`config.mk`:
```
export PLATFORM = sky130hd
export DESIGN_NAME = pet_memctl
export DESIGN_NICKNAME = d
export VERILOG_FILES = /design/src/rtl/pet_mem_pkg.sv /design/src/rtl/pet_memdecode.sv /design/src/rtl/pet_memctl.sv
export SDC_FILE = /design/constraint.sdc
export NUM_CORES = 1
export LEC_CHECK = 0
export BUFFER_PORTS_ARGS = -buffer_cell sky130_fd_sc_hd__buf_2
export CORE_ASPECT_RATIO = 0.9
export CORE_MARGIN = 2
export CORE_UTILIZATION = 38
export DETAILED_ROUTE_END_ITERATION = 12
export GPL_TIMING_DRIVEN = 0
export PLACE_DENSITY = 0.8
export SLEW_MARGIN = 20
export SYNTH_ARGS = -nofsm -noshare
export SYNTH_HDL_FRONTEND = slang
export SYNTH_HIERARCHICAL = 1
export SYNTH_SLANG_ARGS = --single-unit
```
`constraint.sdc`:
```
create_clock -name clk -period 3.8 [get_ports clk]
set_input_delay 1.14 -clock clk [delete_from_list [all_inputs] [get_ports clk]]
set_output_delay 1.14 -clock clk [all_outputs]
set_load 0.03 [all_outputs]
```
`src/rtl/pet_mem_pkg.sv`:
```
// ----------------------------------------------------------------------------
// pet_mem_pkg: shared types and constants for the PET memory controller. Rev 1.0
// ----------------------------------------------------------------------------
`default_nettype none

package pet_mem_pkg;

   typedef enum logic [2:0] {
      RAM      = 3'd0,
      VRAM     = 3'd1,
      ROM      = 3'd2,
      IO       = 3'd3,
      UNMAPPED = 3'd4
   } region_t;

   typedef enum logic [1:0] {
      DMA_IDLE  = 2'd0,
      DMA_GRANT = 2'd1,
      DMA_ACK   = 2'd2,
      DMA_HOLD  = 2'd3
   } dma_state_t;

   localparam logic [15:0] CTRL_ADDR = 16'hFFF0;

   localparam int CTRL_WP_LO     = 0;
   localparam int CTRL_WP_HI     = 1;
   localparam int CTRL_BANK_LO   = 2;
   localparam int CTRL_BANK_HI   = 3;
   localparam int CTRL_VRAM_PEEK = 5;
   localparam int CTRL_IO_PEEK   = 6;
   localparam int CTRL_MAP_EN    = 7;

endpackage

`default_nettype wire

```
`src/rtl/pet_memdecode.sv`:
```
// ----------------------------------------------------------------------------
// pet_memdecode: CPU address + ctrl to region, physical address and protect flag. Rev 1.0
// ----------------------------------------------------------------------------
`default_nettype none

module pet_memdecode
   import pet_mem_pkg::*;
#(
   parameter int RAM_KB    = 32,
   parameter int EXPANSION = 1,
   parameter int PHYS_W    = 17
) (
   input  logic [15:0]       addr,
   input  logic [7:0]        ctrl,
   output logic [2:0]        region,
   output logic [PHYS_W-1:0] phys,
   output logic              wprot
);

   localparam logic [16:0] RAM_TOP = 17'(RAM_KB * 1024);

   logic map_en;
   logic unused_ctrl;

   assign map_en      = (EXPANSION != 0) && ctrl[CTRL_MAP_EN];
   assign unused_ctrl = ctrl[4];

   always_comb begin
      region = UNMAPPED;
      phys   = PHYS_W'(addr[14:0]);
      wprot  = 1'b0;
      if (!addr[15]) begin
         region = ({1'b0, addr} < RAM_TOP) ? RAM : UNMAPPED;
      end else if (map_en) begin
         // Upper 32 KB banks into the extended RAM unless a peek-through bit keeps VRAM/IO visible
         if (!addr[14]) begin
            if (ctrl[CTRL_VRAM_PEEK] && addr[13:12] == 2'b00) begin
               region = VRAM;
            end else begin
               region = RAM;
               phys   = PHYS_W'({1'b1, ctrl[CTRL_BANK_LO], addr[14:0]});
               wprot  = ctrl[CTRL_WP_LO];
            end
         end else begin
            if (ctrl[CTRL_IO_PEEK] && addr[13:11] == 3'b101) begin
               region = IO;
            end else begin
               region = RAM;
               phys   = PHYS_W'({1'b1, ctrl[CTRL_BANK_HI], addr[14:0]});
               wprot  = ctrl[CTRL_WP_HI];
            end
         end
      end else begin
         case (addr[14:12])
            3'b000:                 region = VRAM;
            3'b001, 3'b010, 3'b011: region = UNMAPPED;
            3'b110:                 region = addr[11] ? IO : ROM;
            default:                region = ROM;
         endcase
      end
   end

endmodule

`default_nettype wire

```
`src/rtl/pet_memctl.sv`:
```
// ----------------------------------------------------------------------------
// pet_memctl: PET memory controller with 8096 expansion and a DMA slot on the RAM port. Rev 1.0
// ----------------------------------------------------------------------------
`default_nettype none

module pet_memctl
   import pet_mem_pkg::*;
#(
   parameter int         RAM_KB    = 32,
   parameter int         EXPANSION = 1,
   parameter int         PHYS_W    = 17,
   parameter logic [7:0] OPEN_BUS  = 8'h55
) (
   input  logic              clk,
   input  logic              reset,
   input  logic              ce_1m,
   input  logic [15:0]       addr,
   input  logic [7:0]        data_in,
   input  logic              we,
   output logic [7:0]        data_out,
   output logic [PHYS_W-1:0] mem_addr,
   output logic [7:0]        mem_din,
   output logic              mem_we,
   input  logic [7:0]        mem_q,
   output logic              vram_we,
   output logic              io_we,
   input  logic [7:0]        vram_q,
   input  logic [7:0]        rom_q,
   input  logic [7:0]        io_q,
   input  logic              dma_req,
   input  logic [PHYS_W-1:0] dma_addr,
   input  logic [7:0]        dma_din,
   input  logic              dma_we,
   output logic              dma_ack,
   output logic [7:0]        dma_dout,
   output logic [7:0]        ctrl
);

   logic [2:0]        dec_region;
   logic [PHYS_W-1:0] dec_phys;
   logic              dec_wprot;
   logic              ctrl_hit;
   logic              cpu_wr;
   logic              dma_grant;
   region_t           region_q;
   dma_state_t        state;

   pet_memdecode #(
      .RAM_KB    (RAM_KB),
      .EXPANSION (EXPANSION),
      .PHYS_W    (PHYS_W)
   ) u_decode (
      .addr   (addr),
      .ctrl   (ctrl),
      .region (dec_region),
      .phys   (dec_phys),
      .wprot  (dec_wprot)
   );

   assign ctrl_hit  = (addr == CTRL_ADDR);
   assign cpu_wr    = ce_1m & we & ~ctrl_hit & ~reset;
   // The CPU slot always owns the port, so a stray ce_1m during GRANT silences the DMA strobe
   assign dma_grant = (state == DMA_GRANT) & ~ce_1m;

   assign mem_addr = dma_grant ? dma_addr : dec_phys;
   assign mem_din  = dma_grant ? dma_din  : data_in;
   assign mem_we   = (cpu_wr & (dec_region == RAM) & ~dec_wprot) | (dma_grant & dma_we & ~reset);
   assign vram_we  = cpu_wr & (dec_region == VRAM);
   assign io_we    = cpu_wr & (dec_region == IO);
   assign dma_dout = mem_q;

   generate
      if (EXPANSION != 0) begin : g_ctrl_reg
         always_ff @(posedge clk) begin
            if (reset) begin
               ctrl <= 8'h00;
            end else if (ce_1m && we && ctrl_hit) begin
               ctrl <= data_in;
            end
         end
      end else begin : g_ctrl_tied
         assign ctrl = 8'h00;
      end
   endgenerate

   always_ff @(posedge clk) begin
      if (reset) begin
         region_q <= UNMAPPED;
      end else if (ce_1m) begin
         region_q <= region_t'(dec_region);
      end
   end

   always_comb begin
      data_out = OPEN_BUS;
      case (region_q)
         RAM:     data_out = mem_q;
         VRAM:    data_out = vram_q;
         ROM:     data_out = rom_q;
         IO:      data_out = io_q;
         default: data_out = OPEN_BUS;
      endcase
   end

   always_ff @(posedge clk) begin
      if (reset) begin
         state   <= DMA_IDLE;
         dma_ack <= 1'b0;
      end else begin
         dma_ack <= 1'b0;
         case (state)
            DMA_IDLE: begin
               if (dma_req && !ce_1m) state <= DMA_GRANT;
            end
            DMA_GRANT: begin
               if (ce_1m) begin
                  state <= DMA_IDLE;
               end else begin
                  state   <= DMA_ACK;
                  dma_ack <= 1'b1;
               end
            end
            DMA_ACK: begin
               state <= DMA_HOLD;
            end
            DMA_HOLD: begin
               if (!dma_req) state <= DMA_IDLE;
            end
            default: state <= DMA_IDLE;
         endcase
      end
   end

endmodule

`default_nettype wire

```
==> flow_metrics.env <==
export IMPL_status="finished, final reports clean"
export IMPL_clock_sinks=14
export IMPL_grt_max_degree=11
export IMPL_fin_nets=390
export IMPL_drc=0
export IMPL_fin_crit_ns=3.74
export IMPL_path_class="in -> out"
export IMPL_vias=1679
export IMPL_comb_power_share=0.423
export IMPL_met1_length_um=1710
export IMPL_viasPerCell=4.82
export IMPL_worstSkewPairLatency_ns=0.25
export IMPL_die_w_um=70.9
export IMPL_wl_um=4570
export IMPL_vdd_drop_max_v=0.000230
export IMPL_grt_pass1_wl_um=6860
export IMPL_clock_fmax_ghz=0.267
export IMPL_initial_utilization=0.405
export IMPL_maxCapViolCount=0
export IMPL_finalHoldViolCount=0
export IMPL_leakagePower_nw=1.21
export IMPL_clock_skew_ns=0.00421
export IMPL_end_kind="primary output"
export IMPL_utilization=0.631
export IMPL_synth_seq_area_share=0.183
export IMPL_numCtsBuffers=3
export IMPL_wl_met3_um=452
export IMPL_synth_seq_cells=14
export IMPL_final_cells=348
export IMPL_grt_usage=0.188
export IMPL_whs_ns=0.485
export IMPL_dieArea_um2=4560
export IMPL_first_pass_iters=4
export IMPL_met2_length_um=2380
export IMPL_p_sw_w=0.000174
export IMPL_pin_count=140
export IMPL_worstPathMaxFanout=6
export IMPL_hold_buffers=0
export IMPL_place_hpwl_um=3910
export IMPL_syn_to_final_growth_pct=55.8
export IMPL_clk_path_buf_depth=2
export IMPL_switching_share=0.336
export IMPL_antenna_left=0
export IMPL_yosysTopAreaCell="mux2_1"
export IMPL_cts_tree="yes"
export IMPL_synth_edff_count=0
export IMPL_ys_warn_count=6
export IMPL_htree_levels=1
export IMPL_slew_viol_final=0
export IMPL_start_kind="primary input"
export IMPL_reg2reg_depth=5
export IMPL_grt_pass1_vias=1544
export IMPL_layout_drive_gt1_share=0.646
export IMPL_final_period_utilization=0.985
export IMPL_share_seq_of_total_power=0.295
export IMPL_ys_flop_type="dfxtp_1"
export IMPL_place_gp_congestion=0.723
export IMPL_syn_inst=158
export IMPL_ys_types=34
export IMPL_synth_top_area_share=0.184
export IMPL_clkPwrFrac=0.281
export IMPL_pwr_density_cell_nw_per_um2=217
export IMPL_syn_area_um2=1530
export IMPL_cts_root_buffer="clkbuf_8"
export IMPL_syn_nets=245
export IMPL_port_buffer_count=138
export IMPL_critical_path_required_ns=2.66
export IMPL_avgSynthCellArea_um2=9.70
export IMPL_wire_per_inst_um=13.1
export IMPL_synth_area_leaders="mux2_1 (18%), dfxtp_1 (18%), mux4_2 (12%)"
export IMPL_internal_power_w=0.000345
export IMPL_async_flop_share=0
export IMPL_cp_arrival_ns=2.60
export IMPL_worst_pin_slew_ns=0.477
export IMPL_core_area_um2=3780
export IMPL_num_antenna_cells=0
export IMPL_rows=21
export IMPL_antenna_found_initial=0
export IMPL_setup_viol=0
export IMPL_drt_iter0_markers=49
export IMPL_cts_clk_slew_worst_paths_ns=0.06
export IMPL_die_h_um=64.3
export IMPL_dpl_cell_count=342
export IMPL_routed_top_layer="met4"
export IMPL_grt_overflow_total=0
export IMPL_whs_path_depth=2
export IMPL_worstHoldPathType="reg -> reg"
export IMPL_max_slew_margin_rel=0.682
-- stage by stage --
stage / instance area, um^2 / power (W) / setup TNS, ns / worst slack, ns
final: 2390 / 0.000519 / 0 / 0.0558
after global routing: 2390 / 0.000546 / -0.0377 / -0.0377
after CTS: 2360 / 0.000523 / 0 / 0.00566
after detailed placement: 2290 / 0.000374 / -2.82 / -0.159
after global placement: 2290 / 0.000370 / -2.27 / -0.132
after floorplan: 1540 / 0.000292 / 0 / 0.00204
-- cells in the final DEF, fill, tap and decap left out, drive strengths merged --
master   count
nor2b        7
mux2i       12
o211ai       1
inv          1
nand2b      18
and3         2
o2111ai      1
nor3         3
nand3        1
or2          5
nor4b        1
nor4         1
nor3b        2
o21ai        2
or4b         2
mux2        25
buf        168
o211a        1
nand4b       1
nor2         6
a21oi        3
clkbuf       8
nand2        5
mux4         8
dfxtp       14
a211o        1
o21bai       1
nand4        2
-- metal layers --
metal	global-route usage	vias up
met5	0	-
met4	0.0472	0
met3	0.0568	2
met2	0.348	88
met1	0.208	756
li1	-	833
-- registers in the layout, summed over array words and instances (netlist names), named ones only --
signal and cells:
ctrl 8, region_q 3, state 1, dma_ack 1
-- cell usage after synthesis (2+ instances only) --
library cell	count
mux2_1	25
buf_4	23
nand2b_1	18
dfxtp_1	14
mux2i_1	12
mux4_2	8
nor2b_1	7
nor2_1	6
nand2_1	5
buf_2	4
or2_1	4
a21oi_1	3
clkbuf_1	3
nor3_1	3
buf_6	2
nand4_1	2
or4b_4	2
-- repair_timing --
item | CTS | global route
buffers inserted | 1 | 2
endpoints found under the setup margin | 22 | 22
hold endpoints to repair | 0 | 0
resized for setup | 5 | 3
pin swaps | 3 | 5
-- critical path, stage by stage --
cell	delay [ns]
buf_2	0.13
or4b_4	0.56
o2111ai_2	0.14
nor2_2	0.09
nor3_2	0.18
nand2_1	0.07
o21ai_1	0.12
buf_4	0.18
-- cell type report --
class	instances	area (um^2)
Sequential cell	14	280
Fill cell	322	1400
Multi-Input combinational cell	111	1050
Buffer	31	215
Inverter	1	3.75
Timing Repair Buffer	141	721
Clock buffer	4	55.1
Tap cell	46	57.6
-- kinds of logic after synthesis --
| group | after synthesis | synth area share |
|---|---|---|
| buffers and inverters | 33 | 0.150 |
| multiplexers | 45 | 0.380 |
| AND/OR/NAND/NOR | 56 | 0.240 |
| flip-flops | 14 | 0.183 |
| AO/OA/AOI/OAI | 10 | 0.0473 |
-- worst paths after layout --
check | start | to | slack, ns
max reg2reg | ctrl[5] | region_q[0] | 2.42
min | ctrl[4] | ctrl[4] | 0.48
max | addr[13] | mem_we | 0.06
min reg2reg | ctrl[4] | ctrl[4] | 0.48
-- power groups by stage --
stage	Clock (W)	Sequential, W	Combinational (W)
final	0.000146	0.000153	0.000220
after global routing	0.000158	0.000154	0.000234
after CTS	0.000150	0.000153	0.000220
after detailed placement	0	0.000156	0.000218
after global placement	0	0.000156	0.000214
after floorplan	0	0.000156	0.000136
No activity file was read; power rests on OpenSTA's default activity.
